<file path="src/rtl/int_ctl_pkg.sv">
// Shared constants for the PDP-8/e interrupt controller: major-state codes, opcodes and FSM encoding.
package int_ctl_pkg;

    localparam int unsigned STATE_W    = 5;
    localparam int unsigned WORD_W     = 12;
    localparam int unsigned SRC_W      = 3;
    localparam int unsigned WAIT_LIMIT = 8;
    localparam int unsigned WAIT_W     = $clog2(WAIT_LIMIT);

    // Major state / phase codes: Fetch, Defer, Execute, Halt (panel), phases 0..3.
    localparam logic [STATE_W-1:0] F0 = 5'd0,  F1 = 5'd1,  F2 = 5'd2,  F3 = 5'd3;
    localparam logic [STATE_W-1:0] D0 = 5'd4,  D1 = 5'd5,  D2 = 5'd6,  D3 = 5'd7;
    localparam logic [STATE_W-1:0] E0 = 5'd8,  E1 = 5'd9,  E2 = 5'd10, E3 = 5'd11;
    localparam logic [STATE_W-1:0] H0 = 5'd12, H1 = 5'd13, H2 = 5'd14, H3 = 5'd15;

    localparam logic [2:0]        JMS        = 3'o4;
    localparam logic [WORD_W-1:0] JMPI       = 12'o5400;
    localparam logic [WORD_W-1:0] ION        = 12'o6001;
    localparam logic [WORD_W-1:0] FORCED_JMS = 12'o4000;

    localparam logic [SRC_W-1:0]  SRC_NONE   = 3'o7;

    typedef enum logic [1:0] {
        IDLE    = 2'd0,
        TAKE    = 2'd1,
        WAIT_E0 = 2'd2,
        RUN     = 2'd3
    } int_fsm_t;

    function automatic logic is_halt(input logic [STATE_W-1:0] s);
        return (s == H0) || (s == H1) || (s == H2) || (s == H3);
    endfunction

endpackage

</file>
<file path="src/rtl/int_sync.sv">
// Multi-stage synchroniser for asynchronous level inputs, cleared synchronously by clr.
module int_sync
    import int_ctl_pkg::*;
#(
    parameter int unsigned WIDTH  = 1,
    parameter int unsigned STAGES = 2
) (
    input  logic             clk,
    input  logic             clr,
    input  logic [WIDTH-1:0] d,
    output logic [WIDTH-1:0] q
);

    logic [WIDTH-1:0] pipe [STAGES];

    always_ff @(posedge clk) begin
        if (clr) begin
            for (int i = 0; i < STAGES; i++) begin
                pipe[i] <= '0;
            end
        end else begin
            pipe[0] <= d;
            for (int i = 1; i < STAGES; i++) begin
                pipe[i] <= pipe[i-1];
            end
        end
    end

    assign q = pipe[STAGES-1];

endmodule

</file>
<file path="src/rtl/int_ctl.sv">
// Interrupt collector and acceptance sequencer: forces JMS 0 at instruction end and tracks the forced cycle.
// Build option INT_PRIO_EN: latch the lowest-numbered active device into irq_src at acceptance.
module int_ctl
    import int_ctl_pkg::*;
#(
    parameter int unsigned NDEV        = 8,
    parameter int unsigned SYNC_STAGES = 2
) (
    input  logic               clk,
    input  logic               reset,
    input  logic [STATE_W-1:0] state,
    input  logic [0:WORD_W-1]  instruction,
    input  logic               instr_done,
    input  logic               clear,
    input  logic               int_ena,
    input  logic               int_inh,
    input  logic               UI,
    input  logic [NDEV-1:0]    dev_irq,
    output logic               irq,
    output logic               force_jms,
    output logic               int_in_prog,
    output logic               int_ack,
    output logic [SRC_W-1:0]   irq_src
);

    logic              flush;
    logic [NDEV-1:0]   irq_sync;
    int_fsm_t          fsm_q, fsm_d;
    logic [WAIT_W-1:0] wait_q, wait_d;
    logic              accept;
    logic              force_d;
    logic              in_prog_d;

    assign flush = reset | clear;

    int_sync #(
        .WIDTH  (NDEV),
        .STAGES (SYNC_STAGES)
    ) u_sync (
        .clk (clk),
        .clr (flush),
        .d   (dev_irq),
        .q   (irq_sync)
    );

    // ION at instr_done is refused even if a stale int_ena is still high.
    assign accept = instr_done & int_ena & ~int_inh & irq & ~is_halt(state)
                  & (instruction != ION);

    always_comb begin
        fsm_d     = fsm_q;
        wait_d    = wait_q;
        force_d   = 1'b0;
        in_prog_d = 1'b0;
        case (fsm_q)
            IDLE: begin
                if (accept) begin
                    fsm_d = TAKE;
                end
            end
            TAKE: begin
                fsm_d  = WAIT_E0;
                wait_d = '0;
            end
            WAIT_E0: begin
                if (state == E0) begin
                    fsm_d = RUN;
                end else if (wait_q == WAIT_W'(WAIT_LIMIT - 1)) begin
                    fsm_d = IDLE;
                end else begin
                    wait_d = wait_q + WAIT_W'(1);
                end
            end
            RUN: begin
                if (state == E3) begin
                    fsm_d = IDLE;
                end
            end
            default: fsm_d = IDLE;
        endcase
        force_d   = (fsm_d == TAKE);
        in_prog_d = (fsm_d != IDLE);
    end

    always_ff @(posedge clk) begin
        if (flush) begin
            fsm_q       <= IDLE;
            wait_q      <= '0;
            irq         <= 1'b0;
            force_jms   <= 1'b0;
            int_in_prog <= 1'b0;
        end else begin
            fsm_q       <= fsm_d;
            wait_q      <= wait_d;
            irq         <= (|irq_sync) | UI;
            force_jms   <= force_d;
            int_in_prog <= in_prog_d;
        end
    end

    // Acknowledge must coincide with the E3 phase itself, so it is decoded from the live state code.
    assign int_ack = (fsm_q == RUN) & (state == E3) & ~flush;

`ifdef INT_PRIO_EN
    logic [SRC_W-1:0] prio_c;

    always_comb begin
        prio_c = SRC_NONE;
        for (int i = NDEV - 1; i >= 0; i--) begin
            if (irq_sync[i]) begin
                prio_c = SRC_W'(i);
            end
        end
    end

    always_ff @(posedge clk) begin
        if (flush) begin
            irq_src <= '0;
        end else if (fsm_d == TAKE) begin
            irq_src <= prio_c;
        end
    end
`else
    assign irq_src = '0;
`endif

endmodule

</file>
<file path="config.mk">
export PLATFORM = sky130hd
export DESIGN_NAME = int_ctl
export DESIGN_NICKNAME = d
export VERILOG_FILES = /design/src/rtl/int_ctl_pkg.sv /design/src/rtl/int_sync.sv /design/src/rtl/int_ctl.sv
export SDC_FILE = /design/constraint.sdc
export NUM_CORES = 1
export LEC_CHECK = 0
export CAP_MARGIN = 15
export CORE_MARGIN = 2
export CORE_UTILIZATION = 40
export DETAILED_ROUTE_END_ITERATION = 10
export HOLD_SLACK_MARGIN = 0.05
export PLACE_DENSITY = 0.85
export SLEW_MARGIN = 20
export SYNTH_ARGS = -nofsm -noshare
export SYNTH_HDL_FRONTEND = slang
export SYNTH_HIERARCHICAL = 1
export SYNTH_SLANG_ARGS = --single-unit
</file>
<file path="constraint.sdc">
create_clock -name clk -period 3.4 [get_ports clk]
set_input_delay 0.68 -clock clk [delete_from_list [all_inputs] [get_ports clk]]
set_output_delay 0.68 -clock clk [all_outputs]
set_load 0.02 [all_outputs]
</file>
==> summary.txt, run 1 <==
Run status
  – Status: finished clean

Clocking
  – Post-CTS Setup Bufs: 0
  – CTS tree: done
  – Clock transition at path regs: 120 ps
  – Resized Gates After CTS: 0
  – CTS Buf Count: 3
  – CTS sink count: 24
  – CTS max path bufs: 2
  – Worst-Skew Late Latency: approximately 300 ps
  – CTS root buffer: clkbuf_4
  – # hold bufs at CTS: 0
  – H-tree Lvls: 1

STA
  – WHS: 449 ps
  – Final hold vios: 0
  – Final setup skew: approximately 3.5 ps
  – Max Slew Vio Count: 0
  – RSZ-0062 raised after global routing: false
  – Fmax: approximately 330 MHz
  – Fin crit period: roughly 3000 ps
  – Final-report setup violation count: 0
  – Setup TNS: 0 ps
  – Fin crit share: 88.0%
  – Fin worst setup slack: approximately 400 ps

GRT
  – Vias in the first global route: approximately 660
  – Largest net degree at the start of global routing: 25
  – Initial antenna violation count: 0
  – Gr usage total: roughly an eighth
  – First-pass GRT wire length: approximately 2500 µm
  – Grt ovf: 0

Yosys
  – Main synth FF type: dfxtp_1
  – Post-Synthesis Cells: between 100 and 150
  – Yosys warns: 6
  – FF+latch count, synth: 24
  – Netlist cell types: 34
  – Post-synth EDFFs: 0
  – Avg Inst Size Synth: between 10 and 15 µm²
  – Register area share after synthesis: a little under half
  – Mapped Area: 0.00103 mm²
  – Ys async rst share: 0%

Worst hold path
  – Worst min path class: reg2reg
  – HP Start: u_sync/pipe[0][3]$_SDFF_PP0_
  – Worst hold path depth: 1
  – Hold worst-path end: u_sync/pipe[0][11]$_SDFF_PP0_

Floorplan
  – # IOs: 39
  – Die area: around 0.003 mm²
  – Core area: 0.00245 mm²
  – Die height: 54.9 µm
  – Die extent in x: approximately 55 µm
  – Initial core utilization: roughly 42%
  – Site Rows: 18

Route
  – Drt first pass iters: 2
  – Routed vias/inst: approximately 4.7
  – DR DRC count: 0
  – Post-Route WL: 1760 µm
  – Vias: approximately 750
  – Antenna Nets Post-Route: 0
  – Routed len/inst: 11.0 µm
  – 1st-iter DRT viols: 5

Setup path
  – Crit path kind: in2out
  – Data required, critical path: roughly 2700 ps
  – Reg-to-Reg Start: wait_q[0]$_SDFFE_PN0P_
  – Setup crit end kind: primary output
  – CP max FO: 3
  – Worst reg2reg path depth: 6
  – CP startpoint kind: input pin
  – Register-to-register setup slack: approximately 1800 ps
  – Critical path arrival: approximately 2300 ps
  – FF-to-FF End: wait_q[0]$_SDFFE_PN0P_

Placed design
  – Routability congestion estimate: about 0.67
  – Detail Placement HPWL: around 1400 µm
  – Setup WS pre-CTS: about 410 ps
  – Input/output buffers: 35

Cells and area
  – Ant. Diodes: 0
  – Layout cell share with drive strength beyond 1: roughly a fifth
  – Layout area overhead: 34.6%
  – Final nets: 165

Power and ir drop
  – Leak: approximately 0.5 nW
  – Max rail drop VDD: approximately 330 µV
  – PD cells: 393 mW/mm²

Job
  – Max-cap viol count: 0
[report_power, final]
| group | total (mW) | switching [mW] | leakage, nW | internal [mW] |
|---|---|---|---|---|
| logic | 0.0608 | 0.0188 | 0.288 | 0.0421 |
| registers | 0.289 | 0.00150 | 0.195 | 0.287 |
| clock network | 0.197 | 0.0782 | 0.0279 | 0.119 |
| total | 0.547 | 0.0985 | 0.511 | 0.448 |
[area by class of cell]
class	instances	area, µm²
Fill cell	232	1060
Sequential cell	24	480
Multi-Input combinational cell	62	449
Timing Repair Buffer	36	358
Tap cell	30	37.5
Clock inverter	1	30.0
Clock buffer	3	22.5
Inverter	4	15.0
[sequential cells by signal, indices dropped and copies added (netlist names)]
register and cells:
irq 1, wait_q 3, force_jms 1, int_in_prog 1
fsm_q 2, u_sync/pipe 16
[cell usage in the layout (no fill, tap or decap), drive strengths merged, types with 4 or more instances in the layout]
cell,instances
inv,4
and2b,6
nor2,5
clkdlybuf4s50,35
dfxtp,24
nor2b,10
nand3,5
[cell usage after synthesis (2+ instances only)]
library cell / instances / area (µm²)
a21oi_1: 3 / 15.0
and2b_2: 6 / 52.6
buf_4: 11 / 82.6
dfxtp_1: 24 / 480
ha_1: 2 / 25.0
inv_1: 4 / 15.0
nand3_1: 5 / 25.0
nand3b_1: 2 / 15.0
nor2_1: 5 / 18.8
nor2b_1: 3 / 18.8
nor2b_2: 7 / 61.3
nor3_1: 3 / 15.0
nor4b_1: 3 / 26.3
or2_2: 3 / 18.8
[per-stage QoR]
step | util, % | cells | power [mW] | instance area [µm²]
floorplan | - | 103 | 0.320 | 1040
global route | 56.7 | 160 | 0.570 | 1390
global placement | 54.6 | 156 | 0.354 | 1340
finish | 56.7 | 160 | 0.547 | 1390
detailed placement | 54.6 | 156 | 0.357 | 1340
CTS | 56.7 | 160 | 0.555 | 1390
[worst max-delay path by stage]
stage          endpoint  cells after the start      from  slack, ps
6_report        int_ack                      5  state[2]        410
5_1_grt         int_ack                      5  state[2]        340
4_1_cts         int_ack                      5  state[2]        410
3_5_place_dp    int_ack                      5  state[2]        410
3_3_place_gp    int_ack                      5  state[2]        460
2_1_floorplan   int_ack                      3     clear        980
[worst max-delay path, stage by stage]
cell             delay (ps)
clkdlybuf4s50_1         450
and4bb_2                340
nand3_1                  80
nor3_1                  140
clkdlybuf4s50_1         630
[per-layer routing]
metal  up-vias  track usage [%]  routed length [µm]
li1        389                -                   -
met1       323             11.6                 729
met2        37             22.6                 803
met3         2             2.19                 218
met4         0             7.50                  10
met5         -                0                   0
[kinds of logic after synthesis]
| family | Yosys count | synth area share, % |
|---|---|---|
| AND/OR/NAND/NOR | 46 | 32.0 |
| flip-flops | 24 | 46.4 |
| buffers and inverters | 17 | 10.9 |
| AO/OA/AOI/OAI | 10 | 6.77 |
| adder cells (fa/ha/maj) | 2 | 2.42 |
| multiplexers | 1 | 1.09 |
| other | 1 | 0.362 |
No activity file was read; power rests on OpenSTA's default activity.
==> inputs of run 2 (changes only) <==
Settings changed: CAP_MARGIN 15 to not set, PLACE_DENSITY 0.85 to 0.87, SYNTH_HIERARCHICAL 1 to not set.
==> summary.txt, run 2 <==
Cells and area
  – Largest register FFs: 16 (unchanged)
  – Final nets: 164 (-0.61%)
  – Layout area overhead: 45.7%
  – Regs by FF count: u_sync.pipe x16, wait_q x3, fsm_q x2
  – Most frequent cells in the layout: 35 x clkdlybuf4s50_1, 24 x dfxtp_1, 16 x and2_1
  – Fin util: 61.5% (+4.8 points)
  – Biggest register: u_sync.pipe
  – Layout cell share with drive strength beyond 1: 7.75% (-12 points)
  – Commonest non-fill, non-tap cell in the layout: clkdlybuf4s50_1
  – Fill cell count: 180 (-22%)
  – Ant. Diodes: 0 (unchanged)

Clocking
  – CTS tree: done
  – # hold bufs at CTS: 0 (unchanged)
  – H-tree Lvls: 1 (unchanged)
  – Resized Gates After CTS: 0 (unchanged)
  – CTS Buf Count: 3 (unchanged)
  – CTS max path bufs: 2 (unchanged)
  – CTS root buffer: clkbuf_4
  – Worst-Skew Late Latency: 310 ps (about the same)
  – Post-CTS Setup Bufs: 0 (unchanged)
  – CTS sink count: 24 (unchanged)
  – Clock transition at path regs: 110 ps (about the same)

Route
  – 1st-iter DRT viols: 6 (+1)
  – Drt first pass iters: 2 (unchanged)
  – Vias: 771 (+2.7%)
  – DR DRC count: 0 (unchanged)
  – Post-Route WL: 1700 µm (-3.4%)
  – Antenna Nets Post-Route: 0 (unchanged)
  – Routed vias/inst: 4.91 (+4.6%)
  – Routed len/inst: 10.8 µm (-1.6%)

STA
  – Fmax: 341 MHz (+1.9%)
  – Final-report setup violation count: 0 (unchanged)
  – Fin crit period: 2940 ps (-56.4 ps)
  – Final setup skew: 11.4 ps (+7.94 ps)
  – Fin crit share: 86.4% (-1.7 points)
  – Final hold vios: 0 (unchanged)
  – RSZ-0062 raised after global routing: false
  – Max Slew Vio Count: 0 (unchanged)
  – Setup TNS: 0 ps (unchanged)

Worst hold path
  – Worst hold path depth: 1 (unchanged)
  – HP Start: u_sync.pipe[0][1]$_SDFF_PN0_
  – Hold worst-path end: u_sync.pipe[0][9]$_SDFF_PN0_
  – Worst min path class: reg2reg

Setup path
  – Crit-path most repeated cell: clkdlybuf4s50_1
  – CP startpoint kind: input pin
  – Critical path arrival: 2260 ps (-50 ps)
  – Register-to-register setup slack: 1860 ps (+20 ps)
  – Setup crit end kind: primary output
  – Slowest cell on crit path: clkdlybuf4s50_1
  – FF-to-FF End: force_jms$_SDFF_PN0_
  – Reg-to-Reg Start: wait_q[0]$_SDFFE_PN0P_
  – Data required, critical path: 2720 ps (about the same)
  – Crit path kind: in2out
  – CP max FO: 3 (unchanged)
  – Worst reg2reg path depth: 5 (-1)
  – Max stage delay on crit path: 610 ps (-20 ps)
  – Cells along the critical path: clkdlybuf4s50_1 -> and4bb_1 -> nand4_1 -> nor2_1 -> clkdlybuf4s50_1

Yosys
  – Post-synth EDFFs: 0 (unchanged)
  – Yosys warns: 0 (-6)
  – Main synth FF type: dfxtp_1
  – Ys async rst share: 0% (unchanged)
  – Post-Synthesis Cells: 92 (-8.9%)
  – Most common cell in the netlist: dfxtp_1
  – Register area share after synthesis: 52.0% (+5.5 points)
  – Synth top area cells: dfxtp_1 52%, and2_1 11%, nor2_1 3.2%, nor4b_1 2.8%, ha_1 2.7%
  – Share of the synthesized area in the top cell type: 52.0% (+5.5 points)
  – Mapped Area: 925 µm² (-11%)
  – Area leader, netlist: dfxtp_1
  – Netlist cell types: 33 (-2.9%)
  – Avg Inst Size Synth: 10.1 µm² (-1.9%)
  – FF+latch count, synth: 24 (unchanged)
  – Most frequent cells after synthesis: 24 x dfxtp_1, 16 x and2_1, 8 x nor2_1, 4 x nand3_1

GRT
  – Initial antenna violation count: 0 (unchanged)
  – Grt ovf: 0 (unchanged)
  – Largest net degree at the start of global routing: 18 (-28%)
  – Vias in the first global route: 736 (+11%)
  – First-pass GRT wire length: 2660 µm (+4.6%)
  – Gr usage total: 13.1% (+1.2 points)

Floorplan
  – Die extent in x: 52.1 µm (-5.1%)
  – Initial core utilization: 42.2% (+0.054 points)
  – Die area: 0.00271 mm² (-9.9%)
  – # IOs: 39 (unchanged)
  – Die height: 52.1 µm (-5.1%)
  – Site Rows: 17 (-1)
  – Core area: 0.00219 mm² (-11%)

Placed design
  – Input/output buffers: 35 (unchanged)
  – Routability congestion estimate: 0.698 (+3.8%)
  – Detail Placement HPWL: 1420 µm (+1.7%)

Power and ir drop
  – Switching Fraction: 17.9% (-0.12 points)
  – Leak: 0.506 nW (-1.0%)
  – Gate power share: 10.5% (-0.6 points)
  – Total Power: 0.543 mW (-0.65%)
  – Max rail drop VDD: 352 µV (+8.0%)
  – Reg power frac: 53.2% (+0.4 points)
  – PD cells: 403 mW/mm² (+2.7%)
  – P_sw: 0.0972 mW (-1.3%)
  – Internal: 0.446 mW (-0.51%)
  – Clock power share: 36.3% (+0.2 points)

Job
  – Max-cap viol count: 0 (unchanged)

Run status
  – Status: finished clean
## run 2: how the worst max path moves through the flow
stage / start / endpoint / depth (start not counted)
after floorplan: clear / int_ack / 4
after global placement: state[2] / int_ack / 5
after detailed placement: state[2] / int_ack / 5
after CTS: state[2] / int_ack / 5
after global routing: state[2] / int_ack / 5
final: state[2] / int_ack / 5
## run 2: kinds of logic (layout without fill, tap and decap cells)
family          count (synthesis)  after routing  synth area share, %
other cells                     1              3                0.406
flops                          24             24                 52.0
compound gates                 11             11                 9.20
fa+ha+maj                       2              2                 2.71
buf+inv                         8             43                 4.47
simple gates                   46             46                 31.3
## run 2: metal layers
layer	global-route usage [%]	routed length, µm	vias up
met5	0	0	-
met1	12.3	645	346
met4	6.14	10	0
met3	4.02	226	2
li1	-	-	385
met2	25.3	820	38
## run 2: through the flow
step | worst slack (ps) | std cells | hold WS (ps) | area (µm²)
CTS | 466 | 157 | 442 | 1350
global placement | 508 | 153 | 409 | 1290
finish | 464 | 157 | 440 | 1350
detailed placement | 473 | 153 | 413 | 1290
global route | 346 | 157 | 456 | 1350
floorplan | 1160 | 94 | 406 | 932
## run 2: final cells by class
cell class / count / area [µm²] / area share [%]
clock buffers: 3 / 22.5 / 1.67
well taps: 28 / 35.0 / 2.60
flip-flops and latches: 24 / 480 / 35.7
repair buffers: 36 / 358 / 26.6
multi-input cells: 62 / 410 / 30.5
clock inverters: 1 / 30.0 / 2.23
inverters: 3 / 11.3 / 0.836
## run 2: power groups by stage
stage	clock [mW]	combinational [mW]	sequential, mW
detailed placement	0	0.0574	0.295
finish	0.197	0.0570	0.289
global placement	0	0.0557	0.295
CTS	0.200	0.0576	0.289
global route	0.210	0.0619	0.290
floorplan	0	0.0179	0.296
## run 2: worst max-delay path: cells and delay by family
kind	cells	cell delay (ps)
simple gates	3	520
buf+inv	2	1050
==> inputs of run 3 (changes only) <==
Settings changed: CORE_UTILIZATION 40 to 30, GPL_TIMING_DRIVEN set to 0, PLACE_DENSITY 0.87 to 0.71.
==> summary.txt, run 3 (same netlist as run 2, synthesis figures left out) <==
Job
  – Max-cap viol count: 0 (unchanged)

Route
  – DR DRC count: 0 (unchanged)
  – Vias: 752 (-2.5%)
  – 1st-iter DRT viols: 8 (+2)
  – Drt first pass iters: 4 (+2)
  – Antenna Nets Post-Route: 0 (unchanged)
  – DR WL met3: 167 µm (-26%)
  – Top sig layer: met3
  – Routed len/inst: 10.7 µm (-1.4%)
  – Met1 WL: 652 µm (+1.1%)
  – Met2 wire len: 941 µm (+15%)
  – Post-Route WL: 1760 µm (+3.6%)
  – Routed vias/inst: 4.56 (-7.2%)

Clocking
  – CTS tree: done
  – CTS sink count: 24 (unchanged)
  – H-tree Lvls: 1 (unchanged)
  – CTS Buf Count: 3 (unchanged)
  – CTS root buffer: clkbuf_4
  – Worst-Skew Late Latency: 290 ps (-20 ps)
  – Clock transition at path regs: 100 ps (about the same)
  – CTS max path bufs: 2 (unchanged)
  – # hold bufs at CTS: 0 (unchanged)
  – Post-CTS Setup Bufs: 0 (unchanged)

GRT
  – Initial antenna violation count: 0 (unchanged)
  – First-pass GRT wire length: 2580 µm (-2.9%)
  – Grt ovf: 0 (unchanged)
  – Vias in the first global route: 701 (-4.8%)
  – Gr usage total: 9.65% (-3.5 points)
  – Largest net degree at the start of global routing: 13 (-5)

Cells and area
  – Final nets: 168 (+2.4%)
  – Commonest non-fill, non-tap cell in the layout: clkdlybuf4s50_1
  – Biggest register: u_sync.pipe
  – Post-route insts no fill: 165 (+5.1%)
  – Reg area: 480 µm² (unchanged)
  – Fin util: 44.9% (-17 points)
  – Ant. Diodes: 0 (unchanged)
  – Most frequent cells in the layout: 35 x clkdlybuf4s50_1, 24 x dfxtp_1, 16 x and2_1
  – Fill cell count: 311 (+73%)
  – Final Cell Area: 0.00135 mm² (about the same)
  – Regs by FF count: u_sync.pipe x16, wait_q x3, fsm_q x2
  – Largest register FFs: 16 (unchanged)
  – Layout cell share with drive strength beyond 1: 9.09% (+1.3 points)
  – Layout area overhead: 45.9% (about the same)
  – Area of the multi-input gates: 413 µm² (+0.61%)

Setup path
  – CP max FO: 10 (+7)
  – Worst Setup EP: int_ack
  – CP startpoint kind: input pin
  – Critical path arrival: 2560 ps (+300 ps)
  – Register-to-register setup slack: 1830 ps (-30 ps)
  – Data required, critical path: 2720 ps (about the same)
  – FF-to-FF End: force_jms$_SDFF_PN0_
  – Setup crit end kind: primary output
  – Worst reg2reg path depth: 5 (unchanged)
  – Reg-to-Reg Start: wait_q[0]$_SDFFE_PN0P_
  – Crit path launch: clear
  – Crit path kind: in2out

STA
  – Fin crit share: 95.2% (+8.9 points)
  – Fin worst setup slack: 162 ps (-301 ps)
  – Final hold vios: 0 (unchanged)
  – Final-report setup violation count: 0 (unchanged)
  – WHS: 435 ps (-4.28 ps)
  – Fmax: 309 MHz (-9.3%)
  – Final setup skew: 4.62 ps (-6.77 ps)
  – Setup TNS: 0 ps (unchanged)
  – RSZ-0062 raised after global routing: false
  – Fin crit period: 3240 ps (+301 ps)
  – Max Slew Vio Count: 0 (unchanged)

Power and ir drop
  – Max rail drop VDD: 183 µV (-48%)
  – PD cells: 340 mW/mm² (-16%)
  – Leak: 0.505 nW (-0.11%)
  – Total Power: 0.458 mW (-16%)

Floorplan
  – # IOs: 39 (unchanged)
  – Die extent in x: 59.5 µm (+14%)
  – Site Rows: 20 (+3)
  – Die area: 0.00354 mm² (+31%)
  – Initial core utilization: 30.8% (-11 points)
  – Core area: 0.00300 mm² (+37%)
  – Die height: 59.5 µm (+14%)

Placed design
  – Placed cell areas: 0.00132 mm² (+2.2%)
  – Detail Placement HPWL: 1450 µm (+2.7%)
  – Routability congestion estimate: 0.686 (-1.7%)
  – Placed insts: 162 (+5.9%)
  – Input/output buffers: 35 (unchanged)
  – Setup WS pre-CTS: 63.1 ps (-410 ps)

Worst hold path
  – HP Start: u_sync.pipe[0][7]$_SDFF_PN0_
  – Worst hold path depth: 1 (unchanged)
  – Worst min path class: reg2reg

Run status
  – Status: finished clean
[run 3: cell count changes in the layout (fill, tap and decap cells not counted)]
cell / previous run / this run
clkbuf_1: 0 / 2
nor2_2: 0 / 1
bufinv_16: 1 / 0
nor2_1: 8 / 7
buf_4: 1 / 3
[run 3: worst max-delay path: stages]
cell             delay (ps)
clkdlybuf4s50_1         430
nor2_2                  250
clkbuf_1                330
nand4_1                 140
nor2_1                  110
clkdlybuf4s50_1         620
[run 3: cell type report]
| type | count | area share, % |
|---|---|---|
| clock buffers | 3 | 1.67 |
| multi-input cells | 62 | 30.6 |
| well taps | 33 | 3.06 |
| repair buffers | 35 | 26.0 |
| plain buffers | 5 | 2.23 |
| flip-flops and latches | 24 | 35.6 |
| inverters | 3 | 0.835 |
[run 3: worst min path at each step]
stage / end
detailed placement: u_sync.pipe[0][15]$_SDFF_PN0_
CTS: u_sync.pipe[0][15]$_SDFF_PN0_
global route: u_sync.pipe[0][14]$_SDFF_PN0_
global placement: u_sync.pipe[0][10]$_SDFF_PN0_
floorplan: u_sync.pipe[0][10]$_SDFF_PN0_
finish: u_sync.pipe[0][15]$_SDFF_PN0_
[run 3: what timing repair did]
action	CTS	global route
endpoints found under the hold margin	0	0
resized for setup	0	1
setup endpoints to repair	0	1
[run 3: layer usage]
layer / vias to the layer above / GRT usage [%]
met5: - / 0
met4: 0 / 3.81
met3: 0 / 2.62
met2: 32 / 20.1
met1: 327 / 8.32
li1: 393 / -
[run 3: power breakdown]
group          switching (mW)  leakage [nW]  internal (mW)
clock network          0.0685        0.0138         0.0412
logic                  0.0182         0.296         0.0417
registers             0.00164         0.195          0.287
total                  0.0883         0.505          0.370
